File: config.mk
export PLATFORM = sky130hd
export DESIGN_NAME = if_id_pipe_reg
export DESIGN_NICKNAME = d
export VERILOG_FILES = /design/src/rtl/cpu_types_pkg.sv /design/src/rtl/if_id_pipe_reg.sv
export SDC_FILE = /design/constraint.sdc
export NUM_CORES = 1
export LEC_CHECK = 0
export CELL_PAD_IN_SITES_DETAIL_PLACEMENT = 0
export CELL_PAD_IN_SITES_GLOBAL_PLACEMENT = 1
export CORE_MARGIN = 5
export CORE_UTILIZATION = 36
export DETAILED_ROUTE_END_ITERATION = 7
export PLACE_DENSITY = 0.91
export SKIP_CTS_REPAIR_TIMING = 1
export SLEW_MARGIN = 20
export SYNTH_ARGS = -nofsm -noshare
export SYNTH_HDL_FRONTEND = slang
export SYNTH_SLANG_ARGS = --single-unit
File: constraint.sdc
create_clock -name CLK -period 2.2 [get_ports CLK]
set_clock_uncertainty 0.05 [all_clocks]
set_input_delay 0.44 -clock CLK [delete_from_list [all_inputs] [get_ports CLK]]
set_output_delay 0.44 -clock CLK [all_outputs]
set_load 0.005 [all_outputs]
File: src/rtl/cpu_types_pkg.sv
// cpu_types_pkg: shared MIPS datapath types.
//   opcode_t / funct_t / regbits_t  - instruction field types used by decode
//   ifid_entry_t                    - default-width {instr, pc} pair held by the IF/ID stage
//   ifid_state_t                    - IF/ID occupancy state (EMPTY, ONE, TWO)
//   ifid_fields_t + decode_fields() - field slicing of a 32-bit MIPS word
package cpu_types_pkg;

    localparam int OP_W    = 6;
    localparam int REG_W   = 5;
    localparam int FUNCT_W = 6;
    localparam int IMM_W   = 16;

    // Word used for reset, flush and bubbles: sll $0,$0,0
    localparam logic [31:0] NOP_INSTR = 32'h0000_0000;

    typedef enum logic [OP_W-1:0] {
        OP_RTYPE = 6'h00,
        OP_REGIMM = 6'h01,
        OP_J     = 6'h02,
        OP_JAL   = 6'h03,
        OP_BEQ   = 6'h04,
        OP_BNE   = 6'h05,
        OP_BLEZ  = 6'h06,
        OP_BGTZ  = 6'h07,
        OP_ADDI  = 6'h08,
        OP_ADDIU = 6'h09,
        OP_SLTI  = 6'h0A,
        OP_SLTIU = 6'h0B,
        OP_ANDI  = 6'h0C,
        OP_ORI   = 6'h0D,
        OP_XORI  = 6'h0E,
        OP_LUI   = 6'h0F,
        OP_LW    = 6'h23,
        OP_LBU   = 6'h24,
        OP_LHU   = 6'h25,
        OP_SB    = 6'h28,
        OP_SH    = 6'h29,
        OP_SW    = 6'h2B,
        OP_LL    = 6'h30,
        OP_SC    = 6'h38,
        OP_HALT  = 6'h3F
    } opcode_t;

    typedef enum logic [FUNCT_W-1:0] {
        FN_SLL  = 6'h00,
        FN_SRL  = 6'h02,
        FN_SRA  = 6'h03,
        FN_SLLV = 6'h04,
        FN_SRLV = 6'h06,
        FN_JR   = 6'h08,
        FN_ADD  = 6'h20,
        FN_ADDU = 6'h21,
        FN_SUB  = 6'h22,
        FN_SUBU = 6'h23,
        FN_AND  = 6'h24,
        FN_OR   = 6'h25,
        FN_XOR  = 6'h26,
        FN_NOR  = 6'h27,
        FN_SLT  = 6'h2A,
        FN_SLTU = 6'h2B
    } funct_t;

    typedef logic [REG_W-1:0] regbits_t;

    // Default-width stage entry; the stage re-declares it locally when
    // WORD_W / PC_W are overridden.
    typedef struct packed {
        logic [31:0] instr;
        logic [31:0] pc;
    } ifid_entry_t;

    // EMPTY: nothing live. ONE: head live. TWO: head + skid live (skid build only).
    typedef enum logic [1:0] {
        EMPTY = 2'd0,
        ONE   = 2'd1,
        TWO   = 2'd2
    } ifid_state_t;

    typedef struct packed {
        opcode_t          opcode;
        regbits_t         rs;
        regbits_t         rt;
        regbits_t         rd;
        logic [4:0]       shamt;
        funct_t           funct;
        logic [IMM_W-1:0] imm16;
    } ifid_fields_t;

    // Slice a MIPS word into its R/I-type fields; every field is reported
    // regardless of instruction format, decode picks what it needs.
    function automatic ifid_fields_t decode_fields(input logic [31:0] word);
        ifid_fields_t f;
        f.opcode = opcode_t'(word[31:26]);
        f.rs     = word[25:21];
        f.rt     = word[20:16];
        f.rd     = word[15:11];
        f.shamt  = word[10:6];
        f.funct  = funct_t'(word[5:0]);
        f.imm16  = word[15:0];
        return f;
    endfunction

endpackage

File: src/rtl/if_id_pipe_reg.sv
// if_id_pipe_reg: IF/ID pipeline stage between fetch/icache and decode.
// Holds the fetched word and its PC, exposes the decoded MIPS fields of the
// head entry, and supports stall back-pressure and flush-to-bubble.
// Build option: define IF_ID_SKID_EN to add a skid entry behind the head so
// that ready_out is a register with no combinational path from ready_in.
//
// Handshake: a transfer happens on a rising CLK edge where valid and ready are
// both high (in_fire = valid_in & ready_out, out_fire = valid_out & ready_in).
// A valid source keeps its data stable until the transfer; valid never waits
// on ready. The stage never drops or reorders entries except on flush.
module if_id_pipe_reg
    import cpu_types_pkg::*;
#(
    parameter int                WORD_W   = 32,
    parameter int                PC_W     = 32,
    parameter logic [WORD_W-1:0] NOP_WORD = WORD_W'(NOP_INSTR)
) (
    input  logic              CLK,
    input  logic              nRST,
    input  logic              flush,
    input  logic              valid_in,
    output logic              ready_out,
    input  logic [WORD_W-1:0] instr_in,
    input  logic [PC_W-1:0]   pc_in,
    output logic              valid_out,
    input  logic              ready_in,
    output logic [WORD_W-1:0] instr_out,
    output logic [PC_W-1:0]   pc_out,
    output opcode_t           opcode_out,
    output regbits_t          rs_out,
    output regbits_t          rt_out,
    output regbits_t          rd_out,
    output logic [4:0]        shamt_out,
    output funct_t            funct_out,
    output logic [15:0]       imm16_out,
    output ifid_state_t       state_dbg
);

    typedef struct packed {
        logic [WORD_W-1:0] instr;
        logic [PC_W-1:0]   pc;
    } entry_t;

    localparam entry_t NOP_ENTRY = '{instr: NOP_WORD, pc: {PC_W{1'b0}}};

    ifid_state_t  state_q, state_d;
    entry_t       head_q, head_d;
    logic         valid_q, valid_d;
    entry_t       in_entry;
    logic         in_fire;
    logic         out_fire;
    ifid_fields_t fields;

`ifdef IF_ID_SKID_EN
    entry_t skid_q, skid_d;
    logic   rdy_q, rdy_d;

    // Registered ready: accept whenever the skid slot is free
    assign ready_out = rdy_q;
`else
    // Single entry: accept when empty or when the head leaves this cycle
    assign ready_out = ~valid_q | ready_in;
`endif

    assign in_fire   = valid_in & ready_out;
    assign out_fire  = valid_q & ready_in;
    assign in_entry  = '{instr: instr_in, pc: pc_in};

    assign valid_out = valid_q;
    assign instr_out = head_q.instr;
    assign pc_out    = head_q.pc;
    assign state_dbg = state_q;

    // Decoded fields come only from the head register, never from instr_in
    assign fields     = decode_fields(head_q.instr[31:0]);
    assign opcode_out = fields.opcode;
    assign rs_out     = fields.rs;
    assign rt_out     = fields.rt;
    assign rd_out     = fields.rd;
    assign shamt_out  = fields.shamt;
    assign funct_out  = fields.funct;
    assign imm16_out  = fields.imm16;

    // Next-state: occupancy transitions, data movement and flush priority
    always_comb begin
        state_d = state_q;
        head_d  = head_q;
        valid_d = valid_q;
`ifdef IF_ID_SKID_EN
        skid_d  = skid_q;
        rdy_d   = rdy_q;
`endif
        if (flush) begin
            // Flush wins over a same-cycle in_fire; a same-cycle out_fire
            // has already been taken by decode this cycle.
            state_d = EMPTY;
            head_d  = NOP_ENTRY;
            valid_d = 1'b0;
`ifdef IF_ID_SKID_EN
            skid_d  = NOP_ENTRY;
            rdy_d   = 1'b1;
`endif
        end else begin
            case (state_q)
                EMPTY: begin
                    if (in_fire) begin
                        head_d  = in_entry;
                        valid_d = 1'b1;
                        state_d = ONE;
                    end
                end
                ONE: begin
`ifdef IF_ID_SKID_EN
                    if (in_fire && out_fire) begin
                        head_d = in_entry;
                    end else if (in_fire) begin
                        // Head is stalled: park the new word in the skid slot
                        skid_d  = in_entry;
                        state_d = TWO;
                        rdy_d   = 1'b0;
                    end else if (out_fire) begin
                        head_d  = NOP_ENTRY;
                        valid_d = 1'b0;
                        state_d = EMPTY;
                    end
`else
                    if (in_fire) begin
                        // in_fire while full implies out_fire: replace head
                        head_d = in_entry;
                    end else if (out_fire) begin
                        head_d  = NOP_ENTRY;
                        valid_d = 1'b0;
                        state_d = EMPTY;
                    end
`endif
                end
`ifdef IF_ID_SKID_EN
                TWO: begin
                    // ready_out is low here, so only the head can move
                    if (out_fire) begin
                        head_d  = skid_q;
                        skid_d  = NOP_ENTRY;
                        state_d = ONE;
                        rdy_d   = 1'b1;
                    end
                end
`endif
                default: begin
                    state_d = EMPTY;
                    head_d  = NOP_ENTRY;
                    valid_d = 1'b0;
                end
            endcase
        end
    end

    // State and data registers; reset discards everything immediately
    always_ff @(posedge CLK or negedge nRST) begin
        if (!nRST) begin
            state_q <= EMPTY;
            head_q  <= NOP_ENTRY;
            valid_q <= 1'b0;
`ifdef IF_ID_SKID_EN
            skid_q  <= NOP_ENTRY;
            rdy_q   <= 1'b1;
`endif
        end else begin
            state_q <= state_d;
            head_q  <= head_d;
            valid_q <= valid_d;
`ifdef IF_ID_SKID_EN
            skid_q  <= skid_d;
            rdy_q   <= rdy_d;
`endif
        end
    end

endmodule

# Word level (Yosys, flattened, before mapping)
# Cells that the tools add are included.
[word_totals]
register_bits = 67
out_inout_bits = 116
[op_classes]
n_eq_ne = 5
mux = 15
bitwise = 4
reduce_logical = 3
[ops]
columns = ["cell", "count"]
rows = [
  ["$mux W64", 4],
  ["$pmux W64 S2", 1],
  ["$ne A3 B3 Y1 const B", 3],
  ["$mux W2", 4],
  ["$mux W1", 4],
  ["$ne A4 B4 Y1 const B", 1],
  ["$pmux W2 S2", 1],
  ["$reduce_and A3 Y1", 1],
  ["$and A1 B1 Y1", 2],
  ["$eq A2 B1 Y1 const B", 1],
  ["$logic_not A2 Y1", 1],
  ["$pmux W1 S2", 1],
  ["$reduce_and A2 Y1", 1],
  ["$not A1 Y1", 1],
  ["$or A1 B1 Y1", 1],
]

# Longest topological paths before layout
# Gate-level depths: netlist of run 1.
[logic_depth]
ltp_word = 6
depth_mapped = 5
depth_no_buf = 2

# Worst setup path before layout of run 1
# OpenSTA, ideal clock, no wires.
[synth_path]
path_type = "register to output"
startpoint = "register state_dbg[0] (netlist name)"
endpoint = "output ready_out"
arrival_time_ns = 0.775
slack_ns = 0.935
path_stages_with_launch = 3
cell_sequence = "dfrtp_1 clkbuf_1 nand2b_1"
[synth_rtl]
columns = ["element", "line", "rtl"]
rows = [
  ["end, declared", "if_id_pipe_reg.sv:22", "output logic ready_out,"],
]

==> metrics.cfg, run 1 <==
[synth]
synth.most_common_cell = dfrtp_1
ys_seq_area_share_pct = 34.9
syn_inst = 427
synth_edf_count = 0
synth_top_cells_by_count = dfrtp_1 (65), mux2i_1 (64), nand2_1 (64), nand4bb_1 (64), buf_4 (56)
synth-seq-cells = 65
ys_types = 17
synth_top_area_share_pct = 34.9
synthArstFlopShare_pct = 100
yosys_most_used_dff = dfrtp_1
synth.top_cells.by_area = dfrtp_1 (35%), nand4bb_1 (15%), mux2i_1 (14%)
synth_area_leader_cell = dfrtp_1
syn_area_um2 = 4670
syn-mean-instance-area_um2 = 10.9
yosysWarnings = 0
syn_nets = 496

[setup_path]
r2r-end = pc_out[3]
cpPeakStageDelay_ns = 0.50
worstPathMaxFanout = 6
worstSetupStartpointType = register
critPathBufInv = 1
critPathSlowestCell = clkdlybuf4s50_1
worstReg2RegStart = state_dbg[0]
endpoint = ready_out
cp_top_family = buffers and inverters
reg2regPathDepth = 3
r2r_setup_slack_ns = 0.82
setup.worst_path.class = reg -> out
cp.depth = 2
path_cells = nand2b_1 > clkdlybuf4s50_1
crit_arrival_ns = 1.34
crit_path_end_kind = output port
required_ns = 1.71
startpoint = state_dbg[0]

[final_layout]
drive_above_1_share_pct = 9.29
final_cells = 710
register_area_um2 = 1630
fill_cells = 1156
fin_nets = 605
utilization_pct = 50.5
multi_input_area_um2 = 2290
area_delta_synth_final_pct = 37.2
diodes = 0

[power]
leakagePower_nw = 2.56
peakVddDrop_v = 0.000441
p_per_area_nw_per_um2 = 578
power_w = 0.00370

[placement]
place_inst = 697
dpl.hpwl_um = 8960
post-place-ws_ns = 0.454
numPortBuffers = 183
place_congestion = 0.740

[timing]
finalHoldViolations = 0
grt_setup_unrepaired = no
setup_tns_ns = 0
slew_viol_final = 0
fin_crit_ns = 1.83
fmax_ghz = 0.545
setup_ws_ns = 0.367
min_period_over_period_pct = 83.3
setup_violations = 0

[clock_tree]
numCtsBuffers = 9
htree_levels = 3
clkSinkCount = 65
path_clk_slew_ns = 0.05
clock_latency_ns = 0.31
clockRootBuffer = clkbuf_16
cts_tree = built
clockBufferDepth = 2

[drt]
routed_wirelength_um = 12900
wl_met3_um = 869
routed-via-count = 3896
wl_met2_um = 6490
wl_met1_um = 5400
routed.top_layer = met4
wl_per_cell_um = 18.2
via_per_inst = 5.49
ant_nets = 0
drc = 0
first_iter_violations = 281
dr.pass1.iters = 4

[die]
io_pins = 185
die_h_um = 124
die_w_um = 124
start_util_pct = 36.8
dieArea_um2 = 15300
placementRows = 41
core-area_um2 = 12700

[global_routing]
grt_pass1_wl_um = 20400
globalRouteOverflowTotal = 0
grt_max_degree = 66
antenna_found_initial = 0
grt_pass1_vias = 3942
grt_usage_pct = 16.5

[min_path]
hold_class = in -> async

[status]
status = complete, no violations

[run]
cap_violations = 0

## layer usage
layer / GRT usage [%] / vias up
met4: 4.64 / 0
met1: 21.4 / 1958
met2: 27.7 / 130
met3: 3.77 / 9
met5: 0 / -
li1: - / 1799
## state kept, by name, summed over array words and instances, names as in the netlist
signal / flops
pc_out: 32
instr_out: 32
state_dbg: 1
## cell type report
cell class,instances,share of cell area (%)
Sequential cell,65,25.4
Inverter,1,0.0586
Multi-Input combinational cell,261,35.7
Tap cell,172,3.36
Clock buffer,13,4.22
Timing Repair Buffer,198,31.3
## per-stage QoR
| step | instance area (µm²) | hold WS, ns |
|---|---|---|
| 5_1_grt | 6400 | 0.115 |
| 3_5_place_dp | 6130 | 0.440 |
| 2_1_floorplan | 4670 | 0.0944 |
| 4_1_cts | 6400 | 0.102 |
| 3_3_place_gp | 6130 | 0.440 |
| 6_report | 6400 | 0.0799 |
## worst min-delay path by stage
stage,from,end,slack (ns)
after floorplan,nRST,instr_out[0],0.09
after CTS,nRST,instr_out[27],0.10
after global placement,nRST,instr_out[27],0.44
after detailed placement,nRST,instr_out[27],0.44
after global routing,nRST,instr_out[27],0.11
final,nRST,instr_out[27],0.08
## cells by family after synthesis
kind of cell           count (synthesis)  share of synthesized area (%)
AOI/OAI and AO/OA                     65                           14.1
muxes                                 64                           13.7
DFF                                   65                           34.9
buffers and inverters                101                           16.2
other                                  1                         0.0804
and+or+nand+nor                      131                           21.0
## cells in the final DEF, fill, tap and decap left out, types with 3 or more instances in the layout
cell type        count
o221ai_2            15
clkdlybuf4s50_1    179
buf_2                3
clkbuf_16            9
o221ai_1            49
mux2i_1             64
buf_12               6
nand2_1             64
clkbuf_8             3
buf_4               10
dfrtp_1             64
nand4bb_1           64
## power by group
| part | switching [W] | total [W] | internal, W |
|---|---|---|---|
| combinational | 0.000389 | 0.000985 | 0.000596 |
| sequential | 0.000108 | 0.00141 | 0.00130 |
| clock | 0.000477 | 0.00131 | 0.000836 |
(Power assumes the default switching activity.)
==> run 2: changes to the inputs <==
Settings changed: CORE_UTILIZATION 36 to 33, PLACE_DENSITY 0.91 to 0.85.
Clock period 2.2 ns to 1.9 ns, I/O delays scaled along.
==> run 2 against run 1 <==
Effect of this change:
- global-route usage shrank 1.1 points
- clock-buffer cell count is the same
- combinational power grew 15%
- sequential power grew 16%
- power grew 16%
- die area grew 8.3%
- non-clock buffer count shrank 1
- first-iteration DRC count shrank 47%
- register-to-register slack lost 0.33 ns
- critical endpoint unchanged
==> metrics.cfg, run 2 (same netlist as run 1, synthesis figures left out) <==
[placement]
place_congestion = 0.770  ; was 0.740
dpl.hpwl_um = 8610  ; was 8960 µm
place_inst = 704  ; was 697
numPortBuffers = 183  ; unchanged

[drt]
first_iter_violations = 149  ; was 281
wl_per_cell_um = 18.1  ; was 18.2 µm
drc = 0  ; unchanged
dr.pass1.iters = 5  ; was 4
ant_nets = 0  ; unchanged
via_per_inst = 5.43  ; was 5.49
routed_wirelength_um = 13000  ; was 12,900 µm
routed-via-count = 3894  ; was 3,896

[clock_tree]
numCtsBuffers = 9  ; unchanged
clockRootBuffer = clkbuf_16  ; unchanged
clkSinkCount = 65  ; unchanged
path_clk_slew_ns = 0.05  ; about the same
clock_latency_ns = 0.32  ; was 0.31 ns
clockBufferDepth = 2  ; unchanged
htree_levels = 3  ; unchanged
cts_tree = built  ; unchanged

[power]
peakVddDrop_v = 0.000363  ; was 0.000441 V
leakagePower_nw = 2.54  ; was 2.56 nW
power_w = 0.00429  ; was 0.00370 W
swShare_pct = 26.5  ; was 26.3%
power_switching_w = 0.00114  ; was 0.000975 W
pwr-share-clk_pct = 35.7  ; was 35.5%
power_frac_seq_pct = 38.0  ; about the same
comb_power_share_pct = 26.3  ; was 26.6%
p_per_area_nw_per_um2 = 672  ; was 578 nW/µm²
p_int_w = 0.00315  ; was 0.00273 W

[timing]
setup_violations = 0  ; unchanged
grt_setup_unrepaired = no  ; unchanged
slew_viol_final = 0  ; unchanged
fin_crit_ns = 1.79
min_period_over_period_pct = 94.4
finalHoldViolations = 0  ; unchanged
fmax_ghz = 0.558
setup_tns_ns = 0  ; unchanged

[final_layout]
utilization_pct = 46.0  ; was 50.5%
register_area_um2 = 1630  ; unchanged
fin_nets = 604  ; was 605
diodes = 0  ; unchanged
final_cell_mix = clkdlybuf4s50_1 (179), mux2i_1 (64), nand2_1 (64), nand4bb_1 (64), dfrtp_1 (64)  ; unchanged
fill_cells = 1294  ; was 1,156
multi_input_area_um2 = 2290  ; unchanged
layout_commonest_cell = clkdlybuf4s50_1  ; unchanged
area_delta_synth_final_pct = 36.8  ; was 37.2%
drive_above_1_share_pct = 9.12  ; was 9.29%
final_cells = 717  ; was 710

[setup_path]
required_ns = 1.47  ; was 1.71 ns
crit_arrival_ns = 1.36  ; was 1.34 ns
worstPathMaxFanout = 6  ; unchanged
worstSetupStartpointType = register  ; unchanged
r2r-end = instr_out[18]  ; was pc_out[3]
crit_path_end_kind = output port  ; unchanged
setup.worst_path.class = reg -> out  ; unchanged
r2r_setup_slack_ns = 0.49  ; was 0.82 ns
reg2regPathDepth = 3  ; unchanged
worstReg2RegStart = state_dbg[0]  ; unchanged

[global_routing]
grt_usage_pct = 15.4  ; was 16.5%
grt_max_degree = 66  ; unchanged
grt_pass1_wl_um = 21000  ; was 20,400 µm
grt_pass1_vias = 4044  ; was 3,942
globalRouteOverflowTotal = 0  ; unchanged
antenna_found_initial = 0  ; unchanged

[run]
cap_violations = 0  ; unchanged

[die]
die_w_um = 129  ; was 124 µm
start_util_pct = 33.6  ; was 36.8%
placementRows = 43  ; was 41
io_pins = 185  ; unchanged
die_h_um = 129  ; was 124 µm
dieArea_um2 = 16600  ; was 15,300 µm²
core-area_um2 = 13900  ; was 12,700 µm²

[min_path]
hold_class = in -> async  ; unchanged

[status]
status = complete, no violations  ; unchanged

-- run 2: cell types whose count changed in the layout (fill, tap and decap cells not counted) --
cell / change
buf_12: -2
buf_4: +1
-- run 2: power groups by stage --
stage	sequential (W)	combinational (W)	clock [W]
after global routing	0.00165	0.00122	0.00162
after CTS	0.00163	0.00115	0.00158
after floorplan	0.00163	0.000602	0
after detailed placement	0.00165	0.00114	0
final	0.00163	0.00113	0.00153
after global placement	0.00164	0.00112	0
-- run 2: area by class of cell --
type	count	area share (%)
repair buffers	197	30.9
clock buffers	13	4.23
multi-input cells	261	35.8
flip-flops and latches	65	25.5
well taps	180	3.53
inverters	1	0.0588
-- run 2: layer usage --
layer,track usage (%),vias to the layer above,share of wire [%]
li1,-,1798,-
met1,19.9,1949,44
met2,26.0,133,49
met3,2.62,14,5.6
met4,5.25,0,1.2
met5,0,-,0
-- run 2: stage by stage --
stage | hold slack (ns) | instance area, µm² | setup WS (ns)
detailed placement | 0.386 | 6110 | 0.294
global route | 0.0542 | 6380 | 0.0456
global placement | 0.378 | 6110 | 0.346
finish | 0.0294 | 6380 | 0.107
CTS | 0.0329 | 6380 | 0.0762
floorplan | 0.0344 | 4670 | 0.695
-- run 2: how the worst max path moves through the flow --
| stage | cells after the start | endpoint | slack, ns | from |
|---|---|---|---|---|
| after floorplan | 2 | ready_out | 0.69 | state_dbg[0] |
| after global placement | 5 | instr_out[17] | 0.35 | ready_in |
| after detailed placement | 5 | pc_out[9] | 0.29 | ready_in |
| after CTS | 2 | ready_out | 0.08 | state_dbg[0] |
| after global routing | 2 | ready_out | 0.05 | state_dbg[0] |
| final | 2 | ready_out | 0.11 | state_dbg[0] |
-- run 2: worst max-delay path, stage by stage (launching register included) --
cell and delay, ns:
dfrtp_2 0.43, nand2b_1 0.10, clkdlybuf4s50_1 0.51
==> run 3: changes to the inputs <==
Settings changed: ABC_AREA set to 1, CORE_UTILIZATION 33 to 31, PLACE_DENSITY 0.85 to 0.86.
==> run 3 against run 2 <==
Effect of this change:
- utilization shrank 1.2 points
- maximum frequency up 1.4%
- critical endpoint is now valid_out
- first-iteration DRC count up 23%
- non-clock buffer count did not move
- setup slack improved by 0.025 ns
- critical path depth shrank 1
- sequential share of layout area grew 1.7 points
- routed wire length down 12%
==> metrics.cfg, run 3 <==
[drt]
first_iter_violations = 184  ; was 149
routed_wirelength_um = 11500  ; was 13,000 µm
routed-via-count = 3571  ; was 3,894
ant_nets = 0  ; unchanged
wl_per_cell_um = 14.6  ; was 18.1 µm
drc = 0  ; unchanged
via_per_inst = 4.55  ; was 5.43
dr.pass1.iters = 4  ; was 5

[final_layout]
area_delta_synth_final_pct = 40.0  ; was 36.8%
drive_above_1_share_pct = 16.4  ; was 9.12%
fin_nets = 673  ; was 604
diodes = 0  ; unchanged
final_cell_mix = clkdlybuf4s50_1 (181), nand2_1 (135), dfrtp_1 (64)  ; was clkdlybuf4s50_1 (179), mux2i_1 (64), nand2_1 (64), nand4bb_1 (64), dfrtp_1 (64)
layout_commonest_cell = clkdlybuf4s50_1  ; unchanged

[setup_path]
required_ns = 1.47  ; about the same
cpPeakStageDelay_ns = 0.54  ; was 0.51 ns
cp.depth = 1  ; was 2
worstReg2RegStart = state_dbg[0]  ; unchanged
r2r-end = instr_out[1]  ; was instr_out[18]
endpoint = valid_out  ; was ready_out
critPathSlowestCell = clkdlybuf4s50_1  ; unchanged
startpoint = state_dbg[0]  ; unchanged
cp_top_family = buffers and inverters  ; unchanged
reg2regPathDepth = 6  ; was 3
crit_path_end_kind = output port  ; unchanged
critPathBufInv = 1  ; unchanged
crit_arrival_ns = 1.34  ; was 1.36 ns
worstSetupStartpointType = register  ; unchanged
worstPathMaxFanout = 5  ; was 6
setup.worst_path.class = reg -> out  ; unchanged
path_cells = clkdlybuf4s50_1  ; was nand2b_1 > clkdlybuf4s50_1
r2r_setup_slack_ns = 0.54  ; was 0.49 ns

[synth]
syn_area_um2 = 4270  ; was 4670 µm²
synth.top_cells.by_area = dfrtp_1 (38%), nand3_2 (14%), nand2_1 (12%)  ; was dfrtp_1 (35%), nand4bb_1 (15%), mux2i_1 (14%)
synth_top_cells_by_count = nand2_1 (135), dfrtp_1 (65), nand3_2 (60)  ; was dfrtp_1 (65), mux2i_1 (64), nand2_1 (64), nand4bb_1 (64), buf_4 (56)
synth_area_leader_cell = dfrtp_1  ; unchanged
synth_top_area_share_pct = 38.1  ; was 34.9%
yosysWarnings = 0  ; unchanged
synthArstFlopShare_pct = 100  ; unchanged
syn-mean-instance-area_um2 = 8.80  ; was 10.9 µm²
ys_seq_area_share_pct = 38.1  ; was 34.9%
synth-seq-cells = 65  ; unchanged
syn_nets = 554  ; was 496
yosys_most_used_dff = dfrtp_1  ; unchanged
synth_edf_count = 0  ; unchanged
syn_inst = 485  ; was 427
synth.most_common_cell = nand2_1  ; was dfrtp_1
ys_types = 20  ; was 17

[clock_tree]
numCtsBuffers = 9  ; unchanged
htree_levels = 3  ; unchanged
clockRootBuffer = clkbuf_16  ; unchanged
clockBufferDepth = 2  ; unchanged
path_clk_slew_ns = 0.06  ; was 0.05 ns
cts_tree = built  ; unchanged
clock_latency_ns = 0.32  ; about the same
clkSinkCount = 65  ; unchanged

[timing]
setup_ws_ns = 0.131  ; was 0.107 ns
fin_crit_ns = 1.77  ; was 1.79 ns
finalHoldViolations = 0  ; unchanged
slew_viol_final = 0  ; unchanged
grt_setup_unrepaired = no  ; unchanged
fmax_ghz = 0.565  ; was 0.558 GHz
setup_violations = 0  ; unchanged
min_period_over_period_pct = 93.1  ; was 94.4%

[die]
core-area_um2 = 13300  ; was 13,900 µm²
dieArea_um2 = 16200  ; was 16,600 µm²
start_util_pct = 32.0  ; was 33.6%
placementRows = 42  ; was 43
io_pins = 185  ; unchanged
die_w_um = 127  ; was 129 µm
die_h_um = 127  ; was 129 µm

[power]
pwr-share-clk_pct = 39.0  ; was 35.7%
peakVddDrop_v = 0.000320  ; was 0.000363 V
power_switching_w = 0.00111  ; was 0.00114 W
p_int_w = 0.00307  ; was 0.00315 W
comb_power_share_pct = 23.2  ; was 26.3%
swShare_pct = 26.5  ; about the same
p_per_area_nw_per_um2 = 699  ; was 672 nW/µm²
power_frac_seq_pct = 37.8  ; was 38.0%
leakagePower_nw = 2.73  ; was 2.54 nW
power_w = 0.00418  ; was 0.00429 W

[global_routing]
grt_usage_pct = 14.2  ; was 15.4%
grt_max_degree = 66  ; unchanged
antenna_found_initial = 0  ; unchanged
globalRouteOverflowTotal = 0  ; unchanged
grt_pass1_vias = 3680  ; was 4,044
grt_pass1_wl_um = 18900  ; was 21,000 µm

[placement]
post-place-ws_ns = -0.0796  ; was 0.294 ns
dpl.hpwl_um = 7960  ; was 8610 µm
place_congestion = 0.748  ; was 0.770
numPortBuffers = 183  ; unchanged

[min_path]
hold_class = in -> async  ; unchanged

[status]
status = complete, no violations  ; unchanged

[run]
cap_violations = 0  ; unchanged

run 3: power by group through the flow:
stage | Clock, W | Combinational, W | Sequential, W
CTS | 0.00168 | 0.000990 | 0.00158
detailed placement | 0 | 0.000986 | 0.00161
global placement | 0 | 0.000977 | 0.00160
global route | 0.00173 | 0.00106 | 0.00160
floorplan | 0 | 0.000544 | 0.00159
finish | 0.00163 | 0.000970 | 0.00158
run 3: area by class of cell:
cell class                      count  area, µm²
Tap cell                          176        220
Inverter                           33        129
Clock buffer                       10        239
Clock inverter                      6       57.6
Multi-Input combinational cell    298       1680
Fill cell                        1296       7370
Sequential cell                    65       1630
Timing Repair Buffer              197       2020
run 3: cells by family (layout without fill, tap and decap cells):
| logic type | count (synthesis) | in the layout | share of synthesized area, % |
|---|---|---|---|
| AOI/OAI and AO/OA | 65 | 65 | 9.32 |
| buffers and inverters | 122 | 246 | 22.5 |
| DFF | 65 | 65 | 38.1 |
| other | 1 | 1 | 0.0878 |
| and+or+nand+nor | 232 | 232 | 30.0 |
run 3: worst min-delay path by stage:
stage	start	endpoint	slack, ns	depth (start not counted)
floorplan	nRST	instr_out[0]	0.03	0
global placement	nRST	instr_out[23]	0.38	2
detailed placement	nRST	instr_out[18]	0.39	2
CTS	nRST	instr_out[18]	0.04	2
global route	nRST	instr_out[24]	0.06	2
finish	nRST	instr_out[23]	0.02	2
run 3: worst reg2reg max path: stages, from the launching register on:
cell and delay (ns):
dfrtp_2 0.47, nand2_4 0.07, buf_4 0.15, nand2_4 0.11, buf_12 0.23, nand3_1 0.14
nand2_1 0.08
run 3: stage by stage:
step / instance area [µm²] / std cells / util, % / hold slack, ns / setup TNS [ns]
floorplan: 4270 / 485 / - / 0.0344 / 0
global placement: 5680 / 769 / 42.5 / 0.378 / -0.630
detailed placement: 5680 / 769 / 42.5 / 0.385 / -1.93
CTS: 5970 / 785 / 44.8 / 0.0358 / -0.0434
global route: 5980 / 785 / 44.8 / 0.0553 / 0
finish: 5980 / 785 / 44.8 / 0.0168 / 0
run 3: routing by layer:
metal	share of wire (%)	track usage, %	routed length [µm]
met3	5.9	3.05	671
met2	49	24.0	5660
met4	0.85	5.05	97
met5	0	0	0
met1	44	17.8	5030
==> RTL edit, RTL diff (settings of run 2) <==
Make the reset (`nRST`) synchronous in one clocked block.
--- a/src/rtl/if_id_pipe_reg.sv
+++ b/src/rtl/if_id_pipe_reg.sv
@@ -155,7 +155,7 @@
     end
 
     // State and data registers; reset discards everything immediately
-    always_ff @(posedge CLK or negedge nRST) begin
+    always_ff @(posedge CLK) begin
         if (!nRST) begin
             state_q <= EMPTY;
             head_q  <= NOP_ENTRY;
Check against the original RTL: differs if nRST is asserted again (counterexample within 4 cycles, from zero or initial values and one cycle with nRST low); with nRST held inactive, the same outputs for 10 cycles.
==> RTL edit against run 2 <==
Sequential cell count did not move; final cell count down 39%; worst setup slack better by 0.097 ns; sequential share of layout area up 6.2 points; synthesized area fell by 48%; power shrank 35%; first-iteration DRC count is 40% lower; clock power down 38%; final area is 36% lower; routed wire length fell by 48%; critical path type unchanged; critical endpoint is now imm16_out[3]; highest routed layer unchanged.
==> RTL edit: results (changes against run 2) <==
| Metric | Value |
|---|---|
| Top_reg_cell synth | `dfxtp_1` |
| Avg Vias per Cell | `4.54 (-16%)` |
| Clock transition at path regs | `0.06 ns` |
| Pre-Repair DR Iteration Count | `4 (-1)` |
| Number of global-route vias before repair | `1877 (-54%)` |
| DP Cell Count | `424 (-40%)` |
| Non-Filler Instances | `437 (-39%)` |
| Met2 Use GR | `22.5% (-3.5 points)` |
| Synth top cells by count | `dfxtp_1 (65), a22o_1 (64), buf_4 (56)` |
| Largest net degree at the start of global routing | `65 (-1.5%)` |
| Root Driver | `clkbuf_8` |
| Total wire length | `6.81 mm (-48%)` |
| Crit path to | `imm16_out[3]` |
| Nets | `405 (-33%)` |
| Post-placement worst setup slack | `-0.0367 ns (-0.331 ns)` |
| Synth area leaders | `dfxtp_1 (54%), a22o_1 (23%), buf_4 (17%)` |
| Crit path DAT | `1.27 ns (-0.09 ns)` |
| Sequential cell area fraction in the yosys report | `54.0% (+19 points)` |
| Leakage | `1.55 nW (-39%)` |
| Gpl congestion | `0.667 (-13%)` |
| Synth Net Count | `269 (-46%)` |
| Met1 Usage GRT | `14.5% (-5.4 points)` |
| R2R Path Start | `state_dbg[0]` |
| GRT Total Usage | `13.8% (-1.6 points)` |
| FF-to-FF setup slack | `0.51 ns (+0.02 ns)` |
| Worst Path Max Fanout | `4 (-2)` |
| Layout cells sized above 1 | `5.33% (-3.8 points)` |
| Drt initial violations | `90 (-40%)` |
| Distinct cell type count of the synthesized netlist | `12 (-5)` |
| Hpwl dp | `5.15 mm (-40%)` |
| Met3 usage | `7.50% (+4.9 points)` |
| Run status | `completed` |
| Avg Cell Area, Syn | `12.0 sq um (+10%)` |
| Worst Setup SP | `instr_out[3]` |
| Minimum clock period | `1.70 ns (-0.0974 ns)` |
| R2R depth | `5 (+2)` |
| Post-DP Area | `3950 sq um (-35%)` |
| Hold Path Class | `flop to flop` |
| First-pass GRT wire length | `9.47 mm (-55%)` |
| CP peak stage delay | `0.54 ns (+0.03 ns)` |
[RTL edit: routing by layer]
metal | vias to the layer above | part of all wire [%]
met4 | 0 | 1.7
met3 | 9 | 12
met1 | 917 | 38
met2 | 116 | 48
li1 | 941 | -
met5 | - | 0
[RTL edit: cell type report]
cell class	instances	area (sq um)
Clock buffer	12	145
Clock inverter	1	5.00
Fill cell	618	3070
Inverter	1	3.75
Multi-Input combinational cell	71	617
Sequential cell	65	1300
Tap cell	99	124
Timing Repair Buffer	188	1910
[RTL edit: cells by family (layout without fill, tap and decap cells)]
family / Yosys count / in the layout / share of synthesized area, %
buffers and inverters: 64 / 202 / 20.6
AOI/OAI and AO/OA: 66 / 66 / 24.1
DFF: 65 / 65 / 54.0
and+or+nand+nor: 4 / 4 / 1.09
other: 1 / 1 / 0.156
[RTL edit: worst min-delay path by stage]
stage	from	endpoint	slack [ns]	cells past startpoint
floorplan	pc_out[0]	pc_out[0]	0.42	1
global placement	pc_out[26]	pc_out[26]	0.41	1
detailed placement	pc_out[12]	pc_out[12]	0.41	1
CTS	pc_out[18]	pc_out[18]	0.43	1
global route	pc_out[26]	pc_out[26]	0.44	1
finish	pc_out[26]	pc_out[26]	0.43	1
[RTL edit: metrics by stage]
stage / hold WS (ns) / power, mW
6_report: 0.425 / 2.79
5_1_grt: 0.444 / 2.93
4_1_cts: 0.434 / 2.85
3_5_place_dp: 0.415 / 1.88
3_3_place_gp: 0.411 / 1.87
2_1_floorplan: 0.424 / 1.61
[RTL edit: report_power, final]
part / leakage [nW] / internal [mW] / total (mW) / switching [mW]
Sequential: 0.529 / 1.41 / 1.44 / 0.0326
Combinational: 0.942 / 0.292 / 0.401 / 0.109
Clock: 0.0782 / 0.486 / 0.950 / 0.463
Total: 1.55 / 2.19 / 2.79 / 0.605
